[src/rtl/mem_port_arbiter_pkg.sv]
// Shared types for the fetch/data memory port arbiter.
package mem_port_arbiter_pkg;

    typedef enum logic [1:0] {
        IDLE,
        ISSUE,
        WAIT,
        RESP
    } arb_state_t;

    typedef enum logic [1:0] {
        NONE,
        FETCH,
        DATA
    } arb_owner_t;

    // Width for a down-counter that must hold values 0..n-1 (never zero bits wide).
    function automatic int cnt_width(input int n);
        return (n > 1) ? $clog2(n) : 1;
    endfunction

endpackage

[src/rtl/mem_arb_pick.sv]
// Winner select between fetch and data requesters, with the burst counter
// that lets fetch in after MAX_DATA_BURST data grants made while it waited.
module mem_arb_pick #(
    parameter int MAX_DATA_BURST = 4
) (
    input  logic CLOCK,
    input  logic RESET,
    input  logic if_req,
    input  logic d_req,
    input  logic idle,
    output logic grant_if,
    output logic grant_d
);

    localparam int BURST_W = $clog2(MAX_DATA_BURST + 1);
    localparam logic [BURST_W-1:0] BURST_MAX = BURST_W'(MAX_DATA_BURST);

    logic [BURST_W-1:0] burst_cnt;
    logic               fetch_starved;

    assign fetch_starved = if_req && (burst_cnt == BURST_MAX);

    // Data has priority unless fetch has been passed over too many times.
    always_comb begin
        grant_d  = idle && d_req && !fetch_starved;
        grant_if = idle && if_req && !(d_req && !fetch_starved);
    end

    // Count data grants taken while fetch was waiting; a fetch grant resets the streak.
    always_ff @(posedge CLOCK or posedge RESET) begin
        if (RESET) begin
            burst_cnt <= '0;
        end else if (grant_if) begin
            burst_cnt <= '0;
        end else if (grant_d && if_req && (burst_cnt != BURST_MAX)) begin
            burst_cnt <= burst_cnt + 1'b1;
        end
    end

endmodule

[src/rtl/mem_port_arbiter.sv]
// Shares one fixed-latency single-port memory between instruction fetch and
// load/store. One transaction in flight at a time: grant, issue, wait, respond.
module mem_port_arbiter
    import mem_port_arbiter_pkg::*;
#(
    parameter int ADDR_W         = 32,
    parameter int DATA_W         = 32,
    parameter int MEM_LAT        = 1,
    parameter int MAX_DATA_BURST = 4
) (
    input  logic                CLOCK,
    input  logic                RESET,
    input  logic                if_req,
    input  logic [ADDR_W-1:0]   if_addr,
    output logic                if_gnt,
    output logic                if_rvalid,
    output logic [DATA_W-1:0]   if_rdata,
    input  logic                d_req,
    input  logic                d_we,
    input  logic [DATA_W/8-1:0] d_be,
    input  logic [ADDR_W-1:0]   d_addr,
    input  logic [DATA_W-1:0]   d_wdata,
    output logic                d_gnt,
    output logic                d_rvalid,
    output logic [DATA_W-1:0]   d_rdata,
    output logic                mem_en,
    output logic                mem_we,
    output logic [DATA_W/8-1:0] mem_be,
    output logic [ADDR_W-1:0]   mem_addr,
    output logic [DATA_W-1:0]   mem_wdata,
    input  logic [DATA_W-1:0]   mem_rdata
);

    localparam int CNT_W = cnt_width(MEM_LAT);
    localparam logic [CNT_W-1:0]  LAT_LOAD   = CNT_W'(MEM_LAT - 1);
    // Word alignment: the memory never sees byte offsets.
    localparam logic [ADDR_W-1:0] ALIGN_MASK = ~ADDR_W'(3);

    arb_state_t       state_reg;
    arb_owner_t       owner_reg;
    logic [CNT_W-1:0] cnt_reg;
    logic             pick_idle;

    // Grants are gated off during reset so every output reads 0 while RESET is high.
    assign pick_idle = (state_reg == IDLE) && !RESET;

    mem_arb_pick #(
        .MAX_DATA_BURST (MAX_DATA_BURST)
    ) u_pick (
        .CLOCK    (CLOCK),
        .RESET    (RESET),
        .if_req   (if_req),
        .d_req    (d_req),
        .idle     (pick_idle),
        .grant_if (if_gnt),
        .grant_d  (d_gnt)
    );

    // Transaction sequencer: latch the winner, strobe memory, count out latency, respond.
    always_ff @(posedge CLOCK or posedge RESET) begin
        if (RESET) begin
            state_reg <= IDLE;
            owner_reg <= NONE;
            cnt_reg   <= '0;
            mem_en    <= 1'b0;
            mem_we    <= 1'b0;
            mem_be    <= '0;
            mem_addr  <= '0;
            mem_wdata <= '0;
            if_rvalid <= 1'b0;
            if_rdata  <= '0;
            d_rvalid  <= 1'b0;
            d_rdata   <= '0;
        end else begin
            case (state_reg)
                IDLE: begin
                    if (d_gnt) begin
                        owner_reg <= DATA;
                        mem_en    <= 1'b1;
                        mem_we    <= d_we;
                        mem_be    <= d_be;
                        mem_addr  <= d_addr & ALIGN_MASK;
                        mem_wdata <= d_wdata;
                        state_reg <= ISSUE;
                    end else if (if_gnt) begin
                        owner_reg <= FETCH;
                        mem_en    <= 1'b1;
                        mem_we    <= 1'b0;
                        mem_be    <= '1;
                        mem_addr  <= if_addr & ALIGN_MASK;
                        mem_wdata <= '0;
                        state_reg <= ISSUE;
                    end
                end
                ISSUE: begin
                    mem_en    <= 1'b0;
                    cnt_reg   <= LAT_LOAD;
                    state_reg <= WAIT;
                end
                WAIT: begin
                    if (cnt_reg == '0) begin
                        state_reg <= RESP;
                        if (owner_reg == FETCH) begin
                            if_rvalid <= 1'b1;
                            if_rdata  <= mem_rdata;
                        end else begin
                            d_rvalid <= 1'b1;
                            d_rdata  <= mem_we ? '0 : mem_rdata;
                        end
                    end else begin
                        cnt_reg <= cnt_reg - 1'b1;
                    end
                end
                RESP: begin
                    if_rvalid <= 1'b0;
                    d_rvalid  <= 1'b0;
                    owner_reg <= NONE;
                    state_reg <= IDLE;
                end
                default: begin
                    state_reg <= IDLE;
                end
            endcase
        end
    end

    // Only one requester may ever be granted in a cycle.
    gnt_onehot: assert property (@(posedge CLOCK) disable iff (RESET) !(if_gnt && d_gnt));

endmodule

[config.mk]
export PLATFORM = sky130hd
export DESIGN_NAME = mem_port_arbiter
export DESIGN_NICKNAME = d
export VERILOG_FILES = /design/src/rtl/mem_port_arbiter_pkg.sv /design/src/rtl/mem_arb_pick.sv /design/src/rtl/mem_port_arbiter.sv
export SDC_FILE = /design/constraint.sdc
export NUM_CORES = 1
export LEC_CHECK = 0
export ABC_AREA = 1
export CORE_ASPECT_RATIO = 1.4
export CORE_MARGIN = 1
export CORE_UTILIZATION = 35
export CTS_CLUSTER_SIZE = 24
export DETAILED_ROUTE_END_ITERATION = 6
export PLACE_DENSITY = 0.74
export SLEW_MARGIN = 20
export SYNTH_ARGS = -nofsm -noshare
export SYNTH_HDL_FRONTEND = slang
export SYNTH_SLANG_ARGS = --single-unit
[constraint.sdc]
create_clock -name CLOCK -period 10.5 [get_ports CLOCK]
set_input_delay 2.625 -clock CLOCK [delete_from_list [all_inputs] [get_ports CLOCK]]
set_output_delay 2.625 -clock CLOCK [all_outputs]
set_load 0.02 [all_outputs]
==> results.sh, run 1 <==
export IMPL_cp_common_cell="clkdlybuf4s50_1"
export IMPL_seq_power_share_pct=32.0
export IMPL_crit_buf_inv=3
export IMPL_hp_class="reg2reg"
export IMPL_cts_hold_buf=0
export IMPL_core_um2=17300
export IMPL_clkPwrFrac_pct=21.5
export IMPL_fin_crit_ns=8.08
export IMPL_nFillCells=1589
export IMPL_synth_avg_cell_area_um2=8.42
export IMPL_status="finished, final reports clean"
export IMPL_criticalPathCategory="in2out"
export IMPL_most_common_layout_cells="319 x nand2_1, 268 x clkdlybuf4s50_1, 141 x dfrtp_1"
export IMPL_setup_viol=0
export IMPL_grt_setup_unrepaired="no"
export IMPL_routabilityCongestion=0.814
export IMPL_sw_frac_of_total_pct=38.8
export IMPL_clk_pin_slew_worst_paths_ns=0.06
export IMPL_finalWirelength_um=17300
export IMPL_diodes=0
export IMPL_switchingPower_mw=1.13
export IMPL_nets=1134
export IMPL_viasPerCell=4.55
export IMPL_grt_pass1_wl_um=27900
export IMPL_worst_pin_slew_ns=1.06
export IMPL_fin_crit_sh_pct=77.0
export IMPL_synthesis_area_um2=6210
export IMPL_synth_seq_area_share_pct=56.8
export IMPL_grtUsageTotal_pct=19.7
export IMPL_fin_setup_tns_ns=0
export IMPL_fp_dieH_um=160
export IMPL_clock_fmax_mhz=124
export IMPL_cp_top_family="buffers and inverters"
export IMPL_synth_cells=737
export IMPL_hold_violations=0
export IMPL_cts_resized_gates=0
export IMPL_avgRoutedWirePerCell_um=14.0
export IMPL_slew_viol_final=0
export IMPL_num_vias=5634
export IMPL_cp_cell_sequence="clkdlybuf4s50_1, nand3_2, nand3_4, inv_4, clkdlybuf4s50_1"
export IMPL_power_mw=2.92
export IMPL_start_util_pct=35.8
export IMPL_area_growth_pct=55.0
export IMPL_maxCapViolCount=0
export IMPL_clockRootBuffer="clkbuf_16"
export IMPL_grt_max_degree=77
export IMPL_fp_row_count=57
export IMPL_htreeDepth=4
export IMPL_worstSetupStartpointType="input port"
export IMPL_place_hpwl_um=11700
export IMPL_cts_made_buffers=17
export IMPL_pwr_share_comb_pct=46.5
export IMPL_yosys_warnings=0
export IMPL_cts_setup_buffers=0
export IMPL_slew_headroom_pct=29.3
export IMPL_drive_gt1_share_pct=7.58
export IMPL_reg_largest_list="d_rdata x32, if_rdata x32, mem_wdata x32"
export IMPL_holdWs_ns=0.474
export IMPL_dieArea_um2=18300
export IMPL_dr_first_iter_drc_count=330
export IMPL_dr_pass1_iters=4
export IMPL_synthDistinctLibCells=25
export IMPL_clock_sinks=141
export IMPL_crit_required_ns=7.88
export IMPL_cts_buffer_depth=2
export IMPL_crit_slowest_cell="clkdlybuf4s50_1"
export IMPL_die_w_um=115
export IMPL_cts_tree="built"
export IMPL_crit_path_max_incr_delay_ns=0.69
export IMPL_peakVddDrop_mv=0.123
export IMPL_power_density_nw_per_um2=304
export IMPL_skew_ns=0.00963
export IMPL_drc_errors=0
export IMPL_async_flop_share_pct=100
export IMPL_port_buffers=268
export IMPL_intPower_mw=1.79
export IMPL_ant_nets=0
export IMPL_ioPinCount=275
export IMPL_leakagePower_nw=4.65
export IMPL_antenna_found_initial=0
export IMPL_critPathMaxFanout=37
export IMPL_overflow=0
export IMPL_grt_pass1_vias=5418
export IMPL_clk_latency_ns=0.41
export IMPL_cp_arrival_ns=5.46
export IMPL_synth_edf_count=0
export IMPL_final_common_cell="nand2_1"
export IMPL_cp_end_kind="output port"
export IMPL_ys_flop_type="dfrtp_1"
export IMPL_ys_ff_latch=141
final cells by class:
class	instances	area, um^2	share of cell area, %
Inverter	51	199	2.07
Multi-Input combinational cell	506	2250	23.4
Clock buffer	17	425	4.42
Tap cell	236	295	3.07
Sequential cell	141	3530	36.7
Clock inverter	15	188	1.95
Timing Repair Buffer	273	2740	28.5
path summary, 6_finish.rpt:
check | cells after the start | from | end | slack, ns
setup / recovery | 5 | if_req | d_gnt | 2.42
hold / removal | 2 | if_rdata[2] | if_rdata[2] | 0.47
setup reg to reg | 6 | state_reg[0] | if_rvalid | 7.73
hold reg to reg | 2 | if_rdata[2] | if_rdata[2] | 0.47
max in group asynchronous | 3 | RESET | d_rdata[9] | 6.33
min in group asynchronous | 2 | RESET | state_reg[0] | 2.76
cell families after synthesis:
logic type               synth area share (%)
buffers and inverters                    7.26
adder cells (fa/ha/maj)                  1.41
XOR/XNOR                                0.141
other                                  0.0604
AO/OA/AOI/OAI                            2.92
AND/OR/NAND/NOR                          31.4
flip-flops                               56.8
layer usage:
layer / GRT usage (%) / share of wire (%)
met1: 23.3 / 40
met2: 33.1 / 50
met3: 4.45 / 5.9
met4: 9.92 / 4.1
met5: 0 / 0
tightest hold or removal path: stages (launching register included):
cell	delay [ns]
dfrtp_1	0.34
nand2_1	0.05
nand2_1	0.05
cells in the mapped netlist, types with 2 or more instances:
cell      number  share of area, %
nand2_2       29               2.9
dfrtp_1      141                57
buf_6          9               1.6
o21ai_0       33               2.7
buf_1          2              0.12
inv_1         49               3.0
buf_2         13               1.0
nand3_1       74               6.0
nor2_4         2              0.36
nand3b_1       4              0.48
buf_4          3              0.36
clkbuf_1      12              0.73
nor2_1        29               1.8
nand2_1      320                19
ha_1           7               1.4
through the flow:
step | setup slack (ns) | cell area, um^2 | util, % | std cells
2_1_floorplan | 1.18 | 6210 | - | 738
3_3_place_gp | 2.38 | 8980 | 51.8 | 1206
3_5_place_dp | 2.34 | 8980 | 51.8 | 1206
4_1_cts | 2.34 | 9590 | 55.3 | 1238
5_1_grt | 2.20 | 9620 | 55.5 | 1239
6_report | 2.42 | 9620 | 55.5 | 1239
power by group through the flow:
stage	clock, mW	combinational, mW	sequential, mW
detailed placement	0	1.37	0.938
global placement	0	1.35	0.936
finish	0.628	1.36	0.937
floorplan	0	0.436	1.23
global route	0.661	1.48	0.966
CTS	0.642	1.37	0.937
Power figures use the tool's default switching activity.
==> run 2: changes to the inputs <==
==> constraint.sdc (replaced) <==
create_clock -name CLOCK -period 8.05 [get_ports CLOCK]
set_input_delay 2.0125 -clock CLOCK [delete_from_list [all_inputs] [get_ports CLOCK]]
set_output_delay 2.0125 -clock CLOCK [all_outputs]
set_load 0.02 [all_outputs]
==> run 2 against run 1 <==
Against the previous run:
- cell count unchanged
- routed wire length down 1.6%
- register-to-register slack worse by 2.0 ns
- hold slack better by 0.0028 ns
- largest power group unchanged
==> results.sh, run 2 (synthesis results as in run 1) <==
export IMPL_status="finished, final reports clean"
export IMPL_fp_dieH_um=160
export IMPL_core_um2=17300
export IMPL_worst_pin_slew_ns=1.07
export IMPL_drive_gt1_share_pct=7.68
export IMPL_dieArea_um2=18300
export IMPL_worstSetupStartpointType="input port"
export IMPL_viasPerCell=4.43
export IMPL_fin_crit_ns=6.25
export IMPL_cts_made_buffers=17
export IMPL_criticalPathCategory="in2out"
export IMPL_hold_violations=0
export IMPL_diodes=0
export IMPL_avgRoutedWirePerCell_um=13.8
export IMPL_power_density_nw_per_um2=392
export IMPL_holdWs_ns=0.477
export IMPL_ant_nets=0
export IMPL_grt_setup_unrepaired="no"
export IMPL_dr_first_iter_drc_count=336
export IMPL_met1_length_um=6930
export IMPL_grt_pass1_wl_um=27900
export IMPL_fin_ws_ns=1.80
export IMPL_maxCapViolCount=0
export IMPL_clock_fmax_mhz=160
export IMPL_wl_met3_um=829
export IMPL_clkPwrFrac_pct=20.8
export IMPL_cts_setup_buffers=0
export IMPL_clock_sinks=141
export IMPL_setup_viol=0
export IMPL_grt_pass1_vias=5545
export IMPL_critPathMaxFanout=34
export IMPL_fin_cells=1239
export IMPL_cts_resized_gates=0
export IMPL_reg_largest_list="d_rdata x32, if_rdata x32, mem_wdata x32"
export IMPL_place_hpwl_um=11600
export IMPL_num_vias=5490
export IMPL_final_common_cell="nand2_1"
export IMPL_start_util_pct=35.8
export IMPL_clockRootBuffer="clkbuf_16"
export IMPL_most_common_layout_cells="319 x nand2_1, 268 x clkdlybuf4s50_1, 141 x dfrtp_1"
export IMPL_finalWirelength_um=17100
export IMPL_cp_end_kind="output port"
export IMPL_fin_crit_sh_pct=77.7
export IMPL_cts_tree="built"
export IMPL_grtUsageTotal_pct=19.7
export IMPL_final_util_pct=55.3
export IMPL_stdcell_area_um2=9590
export IMPL_area_growth_pct=54.4
export IMPL_top_layer_used="met4"
export IMPL_crit_required_ns=6.04
export IMPL_preCtsSetupSlack_ns=1.77
export IMPL_cts_hold_buf=0
export IMPL_overflow=0
export IMPL_skew_ns=0.00626
export IMPL_routabilityCongestion=0.787
export IMPL_power_mw=3.76
export IMPL_dp_cells=1207
export IMPL_fp_row_count=57
export IMPL_slew_viol_final=0
export IMPL_leakagePower_nw=4.62
export IMPL_antenna_found_initial=0
export IMPL_sw_frac_of_total_pct=38.9
export IMPL_clk_latency_ns=0.41
export IMPL_cp_arrival_ns=4.24
export IMPL_intPower_mw=2.30
export IMPL_seq_power_share_pct=32.4
export IMPL_wl_met2_um=8830
export IMPL_nets=1134
export IMPL_slew_headroom_pct=28.5
export IMPL_drc_errors=0
export IMPL_grt_max_degree=143
export IMPL_switchingPower_mw=1.47
export IMPL_peakVddDrop_mv=0.158
export IMPL_htreeDepth=4
export IMPL_ioPinCount=275
export IMPL_fin_setup_tns_ns=0
export IMPL_port_buffers=268
export IMPL_dr_pass1_iters=4
export IMPL_dpl_cell_area_um2=9000
export IMPL_hp_class="reg2reg"
export IMPL_pwr_share_comb_pct=46.8
export IMPL_die_w_um=115
export IMPL_clk_pin_slew_worst_paths_ns=0.06
export IMPL_cts_buffer_depth=2
==> run 2: cell types whose count changed in the layout (fill, tap and decap cells not counted), sizes merged <==
cell	change
bufinv	-1
clkinv	-2
clkinvlp	+3
==> run 2: worst paths after layout <==
| kind | endpoint | slack (ns) | from | cells after the start |
|---|---|---|---|---|
| setup / recovery | d_gnt | 1.80 | if_req | 5 |
| hold reg to reg | if_rdata[16] | 0.48 | if_rdata[16] | 2 |
| max in group asynchronous | if_rdata[15] | 5.22 | RESET | 3 |
| min in group asynchronous | mem_addr[29] | 2.28 | RESET | 3 |
| hold / removal | if_rdata[16] | 0.48 | if_rdata[16] | 2 |
| setup reg to reg | state_reg[1] | 5.75 | state_reg[0] | 9 |
==> run 2: power groups by stage <==
stage / Combinational [mW] / Sequential (mW) / Clock, mW
after floorplan: 0.569 / 1.60 / 0
after global placement: 1.76 / 1.22 / 0
after detailed placement: 1.78 / 1.23 / 0
after CTS: 1.79 / 1.22 / 0.807
after global routing: 1.92 / 1.26 / 0.837
final: 1.76 / 1.22 / 0.781
==> run 2: area by class of cell <==
class	instances	area, um^2
fillers	1597	7740
clock buffers	17	425
flip-flops and latches	141	3530
well taps	236	295
inverters	51	198
multi-input cells	506	2240
clock inverters	15	165
repair buffers	273	2730
==> run 2: worst max-delay path, stage by stage <==
cell,delay [ns]
clkdlybuf4s50_1,0.51
nand3_2,0.24
nand3_4,0.33
inv_4,0.45
clkdlybuf4s50_1,0.68
==> run 2: per-layer routing <==
layer,track usage [%],up-vias
li1,-,2780
met3,4.45,34
met4,8.56,0
met2,34.0,184
met5,0,-
met1,23.3,2492
